==> src/rtl/div32_seq_if.sv <==
// Request/response bundle for the sequential 32-bit divider.
// The master drives the request and operands; the slave returns the results and status.
interface div32_seq_if #(
    parameter int WIDTH = 32
);
    logic             i_start;
    logic             i_signed;
    logic [WIDTH-1:0] i_a;
    logic [WIDTH-1:0] i_b;
    logic [WIDTH-1:0] o_hi;
    logic [WIDTH-1:0] o_lo;
    logic             o_busy;
    logic             o_done;
    logic             o_divz;

    modport master (
        output i_start, i_signed, i_a, i_b,
        input  o_hi, o_lo, o_busy, o_done, o_divz
    );

    modport slave (
        input  i_start, i_signed, i_a, i_b,
        output o_hi, o_lo, o_busy, o_done, o_divz
    );
endinterface

==> src/rtl/div32_seq.sv <==
// Sequential restoring divider, signed (DIV) or unsigned (DIVU).
// One quotient bit per clock. Signed operands are divided as magnitudes and the
// signs are applied on the way out. HI = remainder, LO = quotient.
module div32_seq #(
    parameter int WIDTH = 32
) (
    input  logic        i_clk,
    input  logic        i_rst,
    div32_seq_if.slave  io_bus
);
    localparam logic [1:0] S_IDLE = 2'd0;
    localparam logic [1:0] S_RUN  = 2'd1;
    localparam logic [1:0] S_FIX  = 2'd2;
    localparam logic [1:0] S_DONE = 2'd3;

    logic [1:0]       r_state;
    logic [5:0]       r_cnt;
    logic [WIDTH-1:0] r_rem;
    logic [WIDTH-1:0] r_quo;
    logic [WIDTH-1:0] r_div;
    logic [WIDTH-1:0] r_a_orig;
    logic             r_signed;
    logic             r_qneg;
    logic             r_rneg;
    logic             r_zero;
    logic [WIDTH-1:0] r_hi;
    logic [WIDTH-1:0] r_lo;
    logic             r_busy;
    logic             r_done;
    logic             r_divz;

    logic [WIDTH:0]   w_rem_shift;
    logic [WIDTH:0]   w_trial;
    logic [WIDTH-1:0] w_abs_a;
    logic [WIDTH-1:0] w_abs_b;

    // Trial subtraction of one restoring step, plus operand magnitudes for capture.
    always_comb begin
        w_rem_shift = {r_rem, r_quo[WIDTH-1]};
        w_trial     = w_rem_shift - {1'b0, r_div};
        w_abs_a     = io_bus.i_a[WIDTH-1] ? -io_bus.i_a : io_bus.i_a;
        w_abs_b     = io_bus.i_b[WIDTH-1] ? -io_bus.i_b : io_bus.i_b;
    end

    // Control FSM and datapath: capture, iterate, sign-fix, report.
    always_ff @(posedge i_clk) begin
        if (i_rst) begin
            r_state  <= S_IDLE;
            r_cnt    <= 6'd0;
            r_rem    <= '0;
            r_quo    <= '0;
            r_div    <= '0;
            r_a_orig <= '0;
            r_signed <= 1'b0;
            r_qneg   <= 1'b0;
            r_rneg   <= 1'b0;
            r_zero   <= 1'b0;
            r_hi     <= '0;
            r_lo     <= '0;
            r_busy   <= 1'b0;
            r_done   <= 1'b0;
            r_divz   <= 1'b0;
        end else begin
            case (r_state)
                S_IDLE: begin
                    if (io_bus.i_start) begin
                        r_a_orig <= io_bus.i_a;
                        r_signed <= io_bus.i_signed;
                        r_rem    <= '0;
                        r_cnt    <= 6'd0;
                        r_busy   <= 1'b1;
                        r_done   <= 1'b0;
                        r_divz   <= 1'b0;
                        if (io_bus.i_signed) begin
                            r_quo  <= w_abs_a;
                            r_div  <= w_abs_b;
                            r_qneg <= io_bus.i_a[WIDTH-1] ^ io_bus.i_b[WIDTH-1];
                            r_rneg <= io_bus.i_a[WIDTH-1];
                        end else begin
                            r_quo  <= io_bus.i_a;
                            r_div  <= io_bus.i_b;
                            r_qneg <= 1'b0;
                            r_rneg <= 1'b0;
                        end
                        if (io_bus.i_b == '0) begin
                            r_zero  <= 1'b1;
                            r_state <= S_FIX;
                        end else begin
                            r_zero  <= 1'b0;
                            r_state <= S_RUN;
                        end
                    end
                end
                S_RUN: begin
                    if (!w_trial[WIDTH]) begin
                        r_rem <= w_trial[WIDTH-1:0];
                    end else begin
                        r_rem <= w_rem_shift[WIDTH-1:0];
                    end
                    r_quo <= {r_quo[WIDTH-2:0], ~w_trial[WIDTH]};
                    r_cnt <= r_cnt + 6'd1;
                    if (r_cnt == 6'(WIDTH - 1)) begin
                        r_state <= S_FIX;
                    end
                end
                S_FIX: begin
                    if (r_zero) begin
                        r_hi   <= r_a_orig;
                        r_lo   <= '1;
                        r_divz <= 1'b1;
                    end else begin
                        r_lo   <= (r_signed && r_qneg) ? -r_quo : r_quo;
                        r_hi   <= (r_signed && r_rneg) ? -r_rem : r_rem;
                        r_divz <= 1'b0;
                    end
                    r_done  <= 1'b1;
                    r_busy  <= 1'b0;
                    r_state <= S_DONE;
                end
                S_DONE: begin
                    r_done  <= 1'b0;
                    r_state <= S_IDLE;
                end
                default: begin
                    r_state <= S_IDLE;
                end
            endcase
        end
    end

    assign io_bus.o_hi   = r_hi;
    assign io_bus.o_lo   = r_lo;
    assign io_bus.o_busy = r_busy;
    assign io_bus.o_done = r_done;
    assign io_bus.o_divz = r_divz;
endmodule

==> src/flat_wrapper.sv <==
// flat-port wrapper written by rule: the top's interface ports become plain ports
module div32_seq_flat 
#(
    parameter int WIDTH = 32
)
  (i_clk, i_rst, io_bus_i_start, io_bus_i_signed, io_bus_i_a, io_bus_i_b, io_bus_o_hi, io_bus_o_lo, io_bus_o_busy, io_bus_o_done, io_bus_o_divz);
  div32_seq_if #(.WIDTH(WIDTH)) io_bus_i ();
  input  logic i_clk;
  input  logic i_rst;
  input wire logic [$bits(io_bus_i.i_start)-1:0] io_bus_i_start;
  input wire logic [$bits(io_bus_i.i_signed)-1:0] io_bus_i_signed;
  input wire logic [$bits(io_bus_i.i_a)-1:0] io_bus_i_a;
  input wire logic [$bits(io_bus_i.i_b)-1:0] io_bus_i_b;
  output wire logic [$bits(io_bus_i.o_hi)-1:0] io_bus_o_hi;
  output wire logic [$bits(io_bus_i.o_lo)-1:0] io_bus_o_lo;
  output wire logic [$bits(io_bus_i.o_busy)-1:0] io_bus_o_busy;
  output wire logic [$bits(io_bus_i.o_done)-1:0] io_bus_o_done;
  output wire logic [$bits(io_bus_i.o_divz)-1:0] io_bus_o_divz;
  assign io_bus_i.i_start = io_bus_i_start;
  assign io_bus_i.i_signed = io_bus_i_signed;
  assign io_bus_i.i_a = io_bus_i_a;
  assign io_bus_i.i_b = io_bus_i_b;
  assign io_bus_o_hi = io_bus_i.o_hi;
  assign io_bus_o_lo = io_bus_i.o_lo;
  assign io_bus_o_busy = io_bus_i.o_busy;
  assign io_bus_o_done = io_bus_i.o_done;
  assign io_bus_o_divz = io_bus_i.o_divz;
  div32_seq #(.WIDTH(WIDTH)) u_core (.i_clk(i_clk), .i_rst(i_rst), .io_bus(io_bus_i));
endmodule
==> config.mk <==
export PLATFORM = sky130hd
export DESIGN_NAME = div32_seq_flat
export DESIGN_NICKNAME = d
export VERILOG_FILES = /design/src/rtl/div32_seq_if.sv /design/src/rtl/div32_seq.sv /design/src/flat_wrapper.sv
export SDC_FILE = /design/constraint.sdc
export NUM_CORES = 1
export LEC_CHECK = 0
export CAP_MARGIN = 20
export CORE_MARGIN = 10
export CORE_UTILIZATION = 50
export CTS_CLUSTER_SIZE = 40
export DETAILED_ROUTE_END_ITERATION = 10
export HOLD_SLACK_MARGIN = 0.1
export PLACE_DENSITY_LB_ADDON = 0.08
export SLEW_MARGIN = 20
export SYNTH_ARGS = -nofsm -noshare
export SYNTH_HDL_FRONTEND = slang
export SYNTH_SLANG_ARGS = --single-unit
==> constraint.sdc <==
create_clock -name i_clk -period 8.5 [get_ports i_clk]
set_clock_uncertainty 0.15 [all_clocks]
set_input_delay 1.7 -clock i_clk [delete_from_list [all_inputs] [get_ports i_clk]]
set_output_delay 1.7 -clock i_clk [all_outputs]
set_load 0.01 [all_outputs]
==> summary.txt <==
Global route
  • Met2 track demand over resource: 0.387
  • GRT Total Usage: 0.220
  • Vias in the first global route: 10800
  • Global routing's busiest layer: met2
  • M1 GR Usage: 0.278
  • First-pass GRT wire length: 57300 µm
  • Global routing met3 resource utilization: 0.0260
  • Pin count of the biggest net entering global routing: 100
  • Total global routing overflow: 0
  • Initial antenna violation count: 0

Drt
  • Drt first pass iters: 6
  • Vias post-DR: 11500
  • Starting DRT DRC Count: 834
  • Via density per instance: 5.76
  • Total wire length: 35900 µm
  • Antenna Violating Nets Remaining: 0
  • Residual DRC: 0
  • Routed len/inst: 18.1 µm

STA
  • Final Hold Viols: 0
  • Fmax: 242 MHz
  • Unrepaired setup endpoints after global routing: false
  • Count of final setup violators: 0
  • Slew Limit Headroom: 0.363
  • Slew @ Worst Pin: 0.956 ns
  • Fin crit share: 0.487
  • Fin crit period: 4.14 ns
  • Setup TNS: 0 ns
  • Slew Viols, Final: 0

Place
  • Gpl congestion: 0.917
  • PortBufs: 134
  • Post-DP HPWL: 26900 µm

CTS
  • Post-CTS Setup Bufs: 0
  • H-tree levels: 1
  • Clk Latency, worst-skew pair: 0.53 ns
  • Clk sink count: 207
  • Root Driver: clkbuf_16
  • Post-CTS sizing: 0
  • Clock buffer depth: 3
  • Hold buffers post-CTS: 0
  • Num CTS Buffers: 25
  • CTS tree: done
  • Reg clk slew, reported paths: 0.06 ns

Min path
  • HP Class: reg -> reg
  • Min-Delay Path Depth: 2

Floorplan
  • Die W: 177 µm
  • Starting density of the core: 0.508
  • Row count: 57
  • Die ar.: 0.0314 mm²
  • I/O pin total: 135
  • Core Area: 0.0243 mm²
  • DIE HEIGHT: 177 µm

Cells and area
  • Register Area: 0.00415 mm²
  • Area of the multi-input gates: 0.00761 mm²
  • Fillers: 2288
  • Layout Area Growth over Synthesis: 18.6%
  • Inserted Diodes: 0
  • Final net count: 1758
  • Share of layout cells above drive strength 1: 0.0511

Logic synthesis
  • Synth Cell Area: 0.0123 mm²
  • Post-Syn Instances: 1577
  • Most frequent cells after synthesis: dfxtp_1, nand2_1, nor2_1, a21oi_1, o21ai_0
  • Main area contributors after synthesis: dfxtp_1, nand2_1, nor2_1
  • Top FF cell, synth: dfxtp_1
  • Number of synthesized flops with an enable pin: 0
  • Ys Warns: 0
  • Async set or reset register ratio after synthesis: 0
  • Register area share after synthesis: 0.336
  • Leading area contributor after synthesis: dfxtp_1
  • Avg Inst Size Synth: 7.83 µm²
  • Yosys top cell area share: 0.336
  • Library cells used by synthesis: 70
  • FF+latch count, synth: 207
  • Syn nets: 1687
  • Count leader, synth: dfxtp_1

Critical path
  • Critical path arrival: 4.37 ns
  • CP Data Required Time: 8.73 ns
  • CP Launch Type: input port
  • Critical path class: in -> reg
  • CP endpoint kind: register
  • Crit path max fanout: 6
  • Worst Reg2Reg Path Length in Cells: 12

Job
  • Max cap viols: 0

Power
  • P_leak: 5.25 nW
  • Total power after layout: 3.90 mW
  • PwrDens: 266 mW/mm²
  • Peak VDD IR: 143 µV

Outcome
  • Status: completed
## layout by cell type, fill, tap and decap left out, drive strengths merged, types with 9 or more instances in the layout
cell type / count
and3: 9
a222oi: 29
o41ai: 14
and2: 11
a21oi: 136
nand3: 15
o21ai: 112
or3: 14
nand4: 9
a211oi: 49
or4: 12
nor3: 28
nor4: 14
a311oi: 10
o31ai: 22
clkdlybuf4s50: 133
xnor2: 77
a31oi: 12
nand2: 200
inv: 62
buf: 12
xor2: 65
dfxtp: 207
clkbuf: 35
mux2i: 49
nand2b: 14
nor2: 187
ha: 41
## critical path, cell delays in order
cell and delay [ns]:
clkdlybuf4s50_1 0.51, or4_1 0.62, or3_4 0.39, nor2_1 0.23, and2_1 0.24, a21oi_1 0.10, xor2_1 0.16, a222oi_1 0.34
nor2_1 0.08
## logic make-up after synthesis
kind of cell | share of synthesized area
simple gates | 0.198
compound gates | 0.232
flops | 0.336
buf+inv | 0.0506
xor+xnor | 0.101
mux | 0.0397
fa+ha+maj | 0.0432
## metrics by stage
step	instances	hold slack, ns	instance area (µm²)	utilization	setup slack, ns
4_1_cts	1989	0.304	14600	0.602	4.35
2_1_floorplan	1577	0.282	12300	-	4.64
6_report	1989	0.304	14700	0.602	4.36
5_1_grt	1989	0.322	14700	0.602	4.09
3_3_place_gp	1945	0.290	13800	0.568	3.92
3_5_place_dp	1945	0.296	13800	0.568	3.80
## layout make-up
cell class,count,area share
clock buffer,35,0.0487
clock inverter,9,0.00871
inverter,60,0.0154
multi-input combinational,1209,0.520
sequential,207,0.283
tap,324,0.0277
timing repair buffer,145,0.0970
## power by group
part	switching (mW)	internal [mW]
combinational	0.898	0.609
sequential	0.148	1.16
clock	0.418	0.674
total	1.46	2.44
## final timing paths
kind                 startpoint                 end  slack, ns
max              io_bus_i_a[10]    u_core.r_quo[24]       4.36
min          u_core.r_a_orig[0]  u_core.r_a_orig[0]       0.30
max reg2reg    u_core.r_quo[31]    u_core.r_rem[24]       4.69
min reg2reg  u_core.r_a_orig[0]  u_core.r_a_orig[0]       0.30
## flip-flops by register name (all words and copies together) (netlist names), 2 cells and up
signal	count
u_core.r_state	2
u_core.r_rem	32
u_core.r_a_orig	32
u_core.r_cnt	6
u_core.io_bus.o_lo	32
u_core.r_div	32
u_core.r_quo	32
u_core.io_bus.o_hi	32
## metal layers
layer | vias up | wire length (µm)
li1 | 5746 | -
met1 | 5387 | 15900
met2 | 273 | 17400
met3 | 55 | 1660
met4 | 0 | 905
met5 | - | 0
No activity file was read; power rests on OpenSTA's default activity.
